[src/rtl/cmd_scheduler_pkg.sv]
// Shared definitions for the command scheduler and everything that talks to it:
// the layout of the 80-bit command word, the scheduler state encoding and the
// opcodes understood by the destination units and the host software.
package cmd_scheduler_pkg;

  // Command word layout: [79:72] dest, [71:64] opcode, [63:32] start_time, [31:0] payload
  localparam int CMD_DEST_LSB = 72;
  localparam int CMD_DEST_W   = 8;
  localparam int CMD_OP_LSB   = 64;
  localparam int CMD_OP_W     = 8;
  localparam int CMD_TIME_LSB = 32;
  localparam int CMD_TIME_W   = 32;
  localparam int CMD_DATA_LSB = 0;
  localparam int CMD_DATA_W   = 32;

  typedef enum logic [2:0] {
    S_IDLE  = 3'd0,
    S_POP   = 3'd1,
    S_LATCH = 3'd2,
    S_WAIT  = 3'd3,
    S_ISSUE = 3'd4,
    S_DROP  = 3'd5
  } sched_state_t;

  // Opcodes shared with destination units and the host header
  localparam logic [CMD_OP_W-1:0] OP_NOP       = 8'h00;
  localparam logic [CMD_OP_W-1:0] OP_PIN_SET   = 8'h01;
  localparam logic [CMD_OP_W-1:0] OP_DAC_SET   = 8'h02;
  localparam logic [CMD_OP_W-1:0] OP_SAMPLE_GO = 8'h03;

  // Pack the fields of one command into the FIFO word format
  function automatic logic [79:0] make_cmd(input logic [CMD_DEST_W-1:0] dest,
                                           input logic [CMD_OP_W-1:0]   op,
                                           input logic [CMD_TIME_W-1:0] start,
                                           input logic [CMD_DATA_W-1:0] data);
    return {dest, op, start, data};
  endfunction

endpackage

[src/rtl/cmd_scheduler_if.sv]
// Shared addressed command bus between the scheduler (master) and the
// destination units (slave).
//   bus_dest/op/data : command fields, stable while bus_valid=1
//   bus_valid        : command present
//   dest_ready       : one ready per destination; the handshake uses dest_ready[bus_dest]
interface cmd_scheduler_if
  import cmd_scheduler_pkg::*;
#(
  parameter int NUM_DEST = 16
) ();
  logic [CMD_DEST_W-1:0] bus_dest;
  logic [CMD_OP_W-1:0]   bus_op;
  logic [CMD_DATA_W-1:0] bus_data;
  logic                  bus_valid;
  logic [NUM_DEST-1:0]   dest_ready;

  modport master (output bus_dest, bus_op, bus_data, bus_valid, input dest_ready);
  modport slave  (input bus_dest, bus_op, bus_data, bus_valid, output dest_ready);
endinterface

[src/rtl/cmd_scheduler.sv]
// Command scheduler: drains the command FIFO one entry at a time and releases
// each command onto the shared command bus once global_clock reaches its start
// time. Exactly one command is held at a time.
// Ports:
//   clk, rst           clock, synchronous active-high reset
//   i_sched_en         allow popping the FIFO (an in-flight command always completes)
//   i_global_clock     time base compared against the command start time
//   i_cmd_fifo_dout    FIFO read data, valid the cycle after o_cmd_fifo_rd_en
//   i_cmd_fifo_empty   FIFO empty flag
//   o_cmd_fifo_rd_en   one-cycle FIFO pop
//   bus                command bus (master side)
//   o_busy             scheduler not idle
//   o_late_cnt         commands released after their start time (saturating)
//   o_bad_dest_cnt     commands dropped for an out-of-range destination (saturating)
//   o_issued_cnt       commands accepted by a destination (wrapping)
module cmd_scheduler
  import cmd_scheduler_pkg::*;
#(
  parameter int NUM_DEST = 16,
  parameter int CMD_W    = 80,
  parameter int TIME_W   = 32
) (
  input  logic               clk,
  input  logic               rst,
  input  logic               i_sched_en,
  input  logic [TIME_W-1:0]  i_global_clock,
  input  logic [CMD_W-1:0]   i_cmd_fifo_dout,
  input  logic               i_cmd_fifo_empty,
  output logic               o_cmd_fifo_rd_en,
  cmd_scheduler_if.master    bus,
  output logic               o_busy,
  output logic [15:0]        o_late_cnt,
  output logic [15:0]        o_bad_dest_cnt,
  output logic [31:0]        o_issued_cnt
);

  localparam int DIDX_W = (NUM_DEST > 1) ? $clog2(NUM_DEST) : 1;

  sched_state_t          r_state;
  logic                  r_rd_en;
  logic                  r_valid;
  logic                  r_first_wait;
  logic [CMD_DEST_W-1:0] r_dest;
  logic [CMD_OP_W-1:0]   r_op;
  logic [TIME_W-1:0]     r_start;
  logic [CMD_DATA_W-1:0] r_data;
  logic [15:0]           r_late_cnt;
  logic [15:0]           r_bad_cnt;
  logic [31:0]           r_issued_cnt;

  logic [CMD_DEST_W-1:0] w_fifo_dest;
  logic                  w_bad_dest;
  logic [TIME_W-1:0]     w_diff;
  logic                  w_due;
  logic [DIDX_W-1:0]     w_dest_idx;
  logic                  w_dest_rdy;

  assign w_fifo_dest = i_cmd_fifo_dout[CMD_DEST_LSB +: CMD_DEST_W];
  assign w_bad_dest  = (int'(w_fifo_dest) >= NUM_DEST);

  // Wrap-safe due test: the start time counts as reached when it lies within
  // the half-range window behind global_clock.
  assign w_diff = i_global_clock - r_start;
  assign w_due  = ~w_diff[TIME_W-1];

  // Only consulted in ISSUE, where r_dest is known to be in range
  assign w_dest_idx = r_dest[DIDX_W-1:0];
  assign w_dest_rdy = bus.dest_ready[w_dest_idx];

  always_ff @(posedge clk) begin
    if (rst) begin
      r_state      <= S_IDLE;
      r_rd_en      <= 1'b0;
      r_valid      <= 1'b0;
      r_first_wait <= 1'b0;
      r_dest       <= '0;
      r_op         <= '0;
      r_start      <= '0;
      r_data       <= '0;
      r_late_cnt   <= '0;
      r_bad_cnt    <= '0;
      r_issued_cnt <= '0;
    end else begin
      r_rd_en <= 1'b0;
      case (r_state)
        S_IDLE: begin
          if (i_sched_en && !i_cmd_fifo_empty) begin
            r_state <= S_POP;
            r_rd_en <= 1'b1;
          end
        end
        // rd_en is high during this cycle; data arrives in LATCH
        S_POP: r_state <= S_LATCH;
        S_LATCH: begin
          r_dest       <= w_fifo_dest;
          r_op         <= i_cmd_fifo_dout[CMD_OP_LSB +: CMD_OP_W];
          r_start      <= i_cmd_fifo_dout[CMD_TIME_LSB +: TIME_W];
          r_data       <= i_cmd_fifo_dout[CMD_DATA_LSB +: CMD_DATA_W];
          r_first_wait <= 1'b1;
          r_state      <= w_bad_dest ? S_DROP : S_WAIT;
        end
        S_WAIT: begin
          r_first_wait <= 1'b0;
          if (w_due) begin
            r_state <= S_ISSUE;
            r_valid <= 1'b1;
            // Already past its start time when it arrived (exact hit is on time)
            if (r_first_wait && (i_global_clock != r_start) && (r_late_cnt != 16'hFFFF))
              r_late_cnt <= r_late_cnt + 16'd1;
          end
        end
        S_ISSUE: begin
          if (w_dest_rdy) begin
            r_valid      <= 1'b0;
            r_issued_cnt <= r_issued_cnt + 32'd1;
            r_state      <= S_IDLE;
          end
        end
        S_DROP: begin
          if (r_bad_cnt != 16'hFFFF) r_bad_cnt <= r_bad_cnt + 16'd1;
          r_state <= S_IDLE;
        end
        default: r_state <= S_IDLE;
      endcase
    end
  end

  assign o_cmd_fifo_rd_en = r_rd_en;
  assign o_busy           = (r_state != S_IDLE);
  assign o_late_cnt       = r_late_cnt;
  assign o_bad_dest_cnt   = r_bad_cnt;
  assign o_issued_cnt     = r_issued_cnt;

  assign bus.bus_valid = r_valid;
  assign bus.bus_dest  = r_dest;
  assign bus.bus_op    = r_op;
  assign bus.bus_data  = r_data;

endmodule

[src/flat_wrapper.sv]
// flat-port wrapper written by rule: the top's interface ports become plain ports
module cmd_scheduler_flat import cmd_scheduler_pkg::*;
#(
  parameter int NUM_DEST = 16,
  parameter int CMD_W    = 80,
  parameter int TIME_W   = 32
)
  (clk, rst, i_sched_en, i_global_clock, i_cmd_fifo_dout, i_cmd_fifo_empty, o_cmd_fifo_rd_en, o_busy, o_late_cnt, o_bad_dest_cnt, o_issued_cnt, bus_bus_dest, bus_bus_op, bus_bus_data, bus_bus_valid, bus_dest_ready);
  cmd_scheduler_if #(.NUM_DEST(NUM_DEST)) bus_i ();
  input  logic clk;
  input  logic rst;
  input  logic i_sched_en;
  input  logic [TIME_W-1:0] i_global_clock;
  input  logic [CMD_W-1:0] i_cmd_fifo_dout;
  input  logic i_cmd_fifo_empty;
  output logic o_cmd_fifo_rd_en;
  output logic o_busy;
  output logic [15:0] o_late_cnt;
  output logic [15:0] o_bad_dest_cnt;
  output logic [31:0] o_issued_cnt;
  output wire logic [$bits(bus_i.bus_dest)-1:0] bus_bus_dest;
  output wire logic [$bits(bus_i.bus_op)-1:0] bus_bus_op;
  output wire logic [$bits(bus_i.bus_data)-1:0] bus_bus_data;
  output wire logic [$bits(bus_i.bus_valid)-1:0] bus_bus_valid;
  input wire logic [$bits(bus_i.dest_ready)-1:0] bus_dest_ready;
  assign bus_bus_dest = bus_i.bus_dest;
  assign bus_bus_op = bus_i.bus_op;
  assign bus_bus_data = bus_i.bus_data;
  assign bus_bus_valid = bus_i.bus_valid;
  assign bus_i.dest_ready = bus_dest_ready;
  cmd_scheduler #(.NUM_DEST(NUM_DEST), .CMD_W(CMD_W), .TIME_W(TIME_W)) u_core (.clk(clk), .rst(rst), .i_sched_en(i_sched_en), .i_global_clock(i_global_clock), .i_cmd_fifo_dout(i_cmd_fifo_dout), .i_cmd_fifo_empty(i_cmd_fifo_empty), .o_cmd_fifo_rd_en(o_cmd_fifo_rd_en), .bus(bus_i), .o_busy(o_busy), .o_late_cnt(o_late_cnt), .o_bad_dest_cnt(o_bad_dest_cnt), .o_issued_cnt(o_issued_cnt));
endmodule
[config.mk]
export PLATFORM = sky130hd
export DESIGN_NAME = cmd_scheduler_flat
export DESIGN_NICKNAME = d
export VERILOG_FILES = /design/src/rtl/cmd_scheduler_pkg.sv /design/src/rtl/cmd_scheduler_if.sv /design/src/rtl/cmd_scheduler.sv /design/src/flat_wrapper.sv
export SDC_FILE = /design/constraint.sdc
export NUM_CORES = 1
export LEC_CHECK = 0
export CORE_ASPECT_RATIO = 0.7
export CORE_MARGIN = 8
export CORE_UTILIZATION = 46
export CTS_CLUSTER_SIZE = 14
export DETAILED_ROUTE_END_ITERATION = 10
export PLACE_DENSITY = 0.8
export SETUP_SLACK_MARGIN = 0.2
export SLEW_MARGIN = 15
export SYNTH_ARGS = -nofsm -noshare
export SYNTH_HDL_FRONTEND = slang
export SYNTH_SLANG_ARGS = --single-unit
[constraint.sdc]
create_clock -name clk -period 3.4 [get_ports clk]
set_input_delay 0.51 -clock clk [delete_from_list [all_inputs] [get_ports clk]]
set_output_delay 0.51 -clock clk [all_outputs]
set_load 0.02 [all_outputs]
* Word-level counts from Yosys, hierarchy flattened
Cells that the tools add are included.
** Word-level totals
- Flip-flop bits (word level) :: 150
- Bits of input ports :: 132
- Output and inout bits :: 115
** Cells by class
- Add/subtract/negate cells :: 4
- Magnitude comparators :: 2
- Equality and inequality tests :: 11
- Multiplexer cells :: 12
- Bitwise gates (word level) :: 2
- Reduce and logical (&&, ||, !) cells :: 14
** Operator list (count)
- adder 16 x 1 -> 16 bit, second input constant :: 2
- adder 32 x 1 -> 32 bit, second input constant :: 1
- inequality test 16 bit, second input constant :: 2
- inequality test 32 bit :: 1
- subtractor 32 bit :: 1
- one-hot mux 3 bit (5 select lines) :: 1
- 2-to-1 mux 3 bit :: 4
- AND reduction 3 bit :: 3
- >= comparator 8 x 5 -> 1 bit, second input constant :: 1
- == test 3 x 2 -> 1 bit, second input constant :: 2
- == test 3 bit, second input constant :: 2
- < comparator 4 x 5 -> 1 bit, second input constant :: 1
- binary-select mux 1 bit (select 4 bit) :: 1
- 2-to-1 mux 1 bit :: 4
- inequality test 2 x 1 -> 1 bit, second input constant :: 2
- one-hot mux 1 bit (2 select lines) :: 2
- AND reduction 2 bit :: 2
- nonzero test 2 bit :: 2
- == test 3 x 1 -> 1 bit, second input constant :: 1
- logical AND 1 bit :: 3
- zero test 3 bit :: 1
- nonzero test 3 bit :: 1
- inequality test 2 bit, second input constant :: 1
- inverter 1 bit :: 2
- 2 further kinds :: 2

* Longest topological paths before layout
- Depth after elaboration :: 4
- Depth in mapped cells :: 10
- Gate-level depth less buffers :: 9

* Worst setup path before layout
OpenSTA, ideal clock, no wires.
- Kind :: input to register
- From :: in i_global_clock[4]
- To :: reg u_core.r_late_cnt[7] (netlist: u_core.o_late_cnt[7])
- Data arrival time :: 2482 ps
- Path slack :: 795 ps
- Cell stages on the path :: 8
- Buffers on the path :: 0
- Cell sequence :: ha_1 a211oi_1 nor2_1 o31a_2 o21a_1 nor4_4 o21ba_2 mux2_1
** Between the ends
- Longest elaborated chain between the ends :: 4
** RTL lines
- start, declared :: RTL line flat_wrapper.sv:13 : input logic [TIME_W-1:0] i_global_clock;
- parallel branches: the longest is 3 deep, another holds subtractor 32 bit
- AND reduction 3 bit (no line) *
- end signal, assigned :: RTL line cmd_scheduler.sv:109 : r_late_cnt <= r_late_cnt + 16'd1;
- end, declared :: RTL line cmd_scheduler.sv:47 : logic [15:0] r_late_cnt;
Mark *: on every way between the ends.
A chain may end at the register's enable or synchronous reset.

* Worst setup path after layout
- From :: in i_global_clock[2]
- To :: reg u_core.r_late_cnt[7] (netlist: u_core.o_late_cnt[7])
The elaborated chain is that of the path after synthesis.

==> flow_summary.toml <==
[synth]
yosysWarnings = 0
synth.distinct_cells = 67
synthTopCellsByArea = "dfxtp_1, nand2_1, a21oi_1, ha_1, nor2_1"
avgSynthCellArea_um2 = 8.188
netlist_instances = 901
synth_fp_nets = 1067
synth_top_area_cell = "dfxtp_1"
seq_area_frac_synth_pct = 40.71
async_reset_ff_share_pct = 0
synth-seq-cells = 150
synth_top_area_share_pct = 40.71
synth-edff-count = 0
ys.flop_type = "dfxtp_1"
syn_area_mm2 = 0.007377

[pwr]
p_leak_nw = 3.660
p_sw_share_pct = 25.55
p_seq_share_pct = 43.8
peakVddDrop_mv = 0.3136
p_sw_mw = 1.060
comb_power_share_pct = 11.2
power_frac_clock_pct = 45.1
cellPowerDensity_mw_per_mm2 = 394.6
cellInternalPower_mw = 3.090

[timing]
finalHoldViolCount = 0
setup_viol = 0
fin_ws_ps = 513.2
drv_slew = 0
fin_setup_tns_ps = 0
tightest_slew_ps = 830.6
relSlewSlack_pct = 43.85
finClkSkew_ps = 14.66
post-route-period-util_pct = 84.91
max_clock_freq_ghz = 0.3464
rsz0062_at_grt = "false"
finalCriticalPeriod_ps = 2887

[drt]
routedWlPerCell_um = 16.24
drt_iter0_markers = 480
ant_nets = 0
via_per_inst = 5.202
dr_total_vias = 6986
routed_wl_um = 21810
route.detailed.drc = 0
drt-pass1-iter-count = 5

[placement]
dp_slack_ps = 134.4
dpl.cell_count = 1311
dp_hpwl_um = 16320
gp_congestion = 0.8303
port_buffers = 246

[floorplanning]
dieArea_mm2 = 0.02041
start_util_pct = 47.30
fp.dieW_um = 167.4
ios = 247
num_rows = 38
die_y_um = 122.0
core_area_mm2 = 0.01560

[clocking]
clock_latency_ps = 410
cts_buffers = 17
cts.htree.levels = 4
post_cts_buffers = 0
path_clk_slew_ps = 60
cts_sinks = 150
cts_resized = 0
clock_path_buffers = 2
hold_buffers = 0
cts_tree = "built"
root_buffer = "clkbuf_16"

[worst_hold_path]
hp-class = "register to register"
min_to = "u_core.r_start[11]"
hp-start = "u_core.r_start[11]"
hold_depth = 2

[grt]
grt_pass1_wl_um = 35780
grt_start_max_net_pins = 66
overflow = 0
grt.total_usage_pct = 21.36
antenna_found_initial = 0
grt_pass1_vias = 6922

[cells_and_area]
final_nets = 1296
final_cell_mix = "clkdlybuf4s50_1, nand2_1, dfxtp_1"
layout-drive-gt1-share_pct = 6.999
fin_cells = 1343
antennaDiodeCount = 0
final_common_cell = "clkdlybuf4s50_1"
area_growth_pct = 42.57
final_util_pct = 67.44

[setup_path]
r2r_start = "u_core.r_start[2]"
r2r_end = "u_core.o_late_cnt[7]"
cp.arrival_ps = 3180
r2r_slack_ps = 670
end_kind = "register"
path_max_fanout = 8
reg2reg_depth = 9
required_ps = 3690
path_class = "input port to register"
critPathLaunchType = "input port"

[status]
status = "finished, final reports clean"

[flow_run]
maxCapViolations = 0
-- metrics by stage --
step                      instance area, µm²  total power [mW]  hold slack, ps
final                                  10520             4.151           453.2
after global routing                   10520             4.318           472.8
after detailed placement                9938             2.320           445.7
after CTS                              10520             4.183           455.3
after floorplan                         7377             2.076           436.3
after global placement                  9938             2.311           440.4
-- area by class of cell --
cell class / instances / area, µm²
sequential: 150 / 3003
tap: 200 / 250.2
fill: 1320 / 5077
multi-input combinational: 660 / 3973
clock inverter: 13 / 136.4
clock buffer: 19 / 442.9
inverter: 46 / 172.7
timing repair buffer: 255 / 2540
-- registers in the layout, summed over array words and instances (netlist names) --
name / flops
u_core.bus.bus_dest: 8
u_core.bus.bus_op: 8
u_core.bus.bus_data: 32
u_core.r_state: 3
u_core.o_cmd_fifo_rd_en: 1
u_core.o_issued_cnt: 32
u_core.bus.bus_valid: 1
u_core.r_first_wait: 1
u_core.r_start: 32
u_core.o_late_cnt: 16
u_core.o_bad_dest_cnt: 16
-- logic make-up (layout without fill, tap and decap cells) --
family / after synthesis / after routing / synth area share [%]
adders and majority gates: 34 / 34 / 5.767
AOI/OAI and AO/OA: 151 / 151 / 11.75
and+or+nand+nor: 411 / 411 / 27.17
buffers and inverters: 91 / 333 / 5.580
xor gates and xnor gates: 41 / 41 / 4.868
DFF: 150 / 150 / 40.71
muxes: 23 / 23 / 4.155
-- worst max-delay path by stage --
stage,startpoint,endpoint,slack [ps],depth (start not counted)
final,i_global_clock[2],u_core.o_late_cnt[7],510,9
after global routing,i_global_clock[2],u_core.o_late_cnt[7],390,9
after CTS,i_global_clock[2],u_core.o_late_cnt[6],550,9
after detailed placement,i_global_clock[2],u_core.o_late_cnt[5],130,9
after global placement,i_global_clock[2],u_core.o_late_cnt[7],150,9
after floorplan,i_global_clock[4],u_core.o_late_cnt[7],800,8
-- worst max-delay path, cell delays in order --
cell,delay (ps)
clkdlybuf4s50_1,410
ha_1,330
a21oi_1,160
a21oi_1,80
o31a_2,340
o21a_1,310
nor4_4,500
o21ba_2,220
mux2_1,310
-- metal layers --
metal | vias up | track usage, % | part of all wire, %
li1 | 3521 | - | -
met1 | 3228 | 26.37 | 44
met2 | 223 | 33.84 | 45
met3 | 14 | 9.890 | 10
met4 | 0 | 4.725 | 0.89
met5 | - | 0 | 0
-- Yosys cell counts, types with 4 or more instances --
| library cell | count |
|---|---|
| nor3_1 | 22 |
| nor4_2 | 6 |
| xor2_1 | 23 |
| inv_1 | 46 |
| o21ai_0 | 14 |
| clkbuf_1 | 34 |
| dfxtp_1 | 150 |
| xnor2_1 | 18 |
| nand2_1 | 195 |
| mux2i_1 | 6 |
| and3_1 | 6 |
| and2_1 | 5 |
| o211ai_1 | 4 |
| and4_1 | 5 |
| a21oi_1 | 107 |
| nand3_1 | 28 |
| nand4_1 | 27 |
| nor2b_1 | 12 |
| o21a_1 | 6 |
| mux2_1 | 8 |
| ha_1 | 34 |
| or3_1 | 10 |
| nor2_1 | 69 |
-- power by group through the flow --
stage | logic, mW | clock network, mW | registers [mW]
after floorplan | 0.204 | 0 | 1.87
after global placement | 0.458 | 0 | 1.85
after detailed placement | 0.464 | 0 | 1.86
after CTS | 0.466 | 1.90 | 1.82
after global routing | 0.513 | 1.99 | 1.82
final | 0.464 | 1.87 | 1.82
Power figures use the tool's default switching activity.
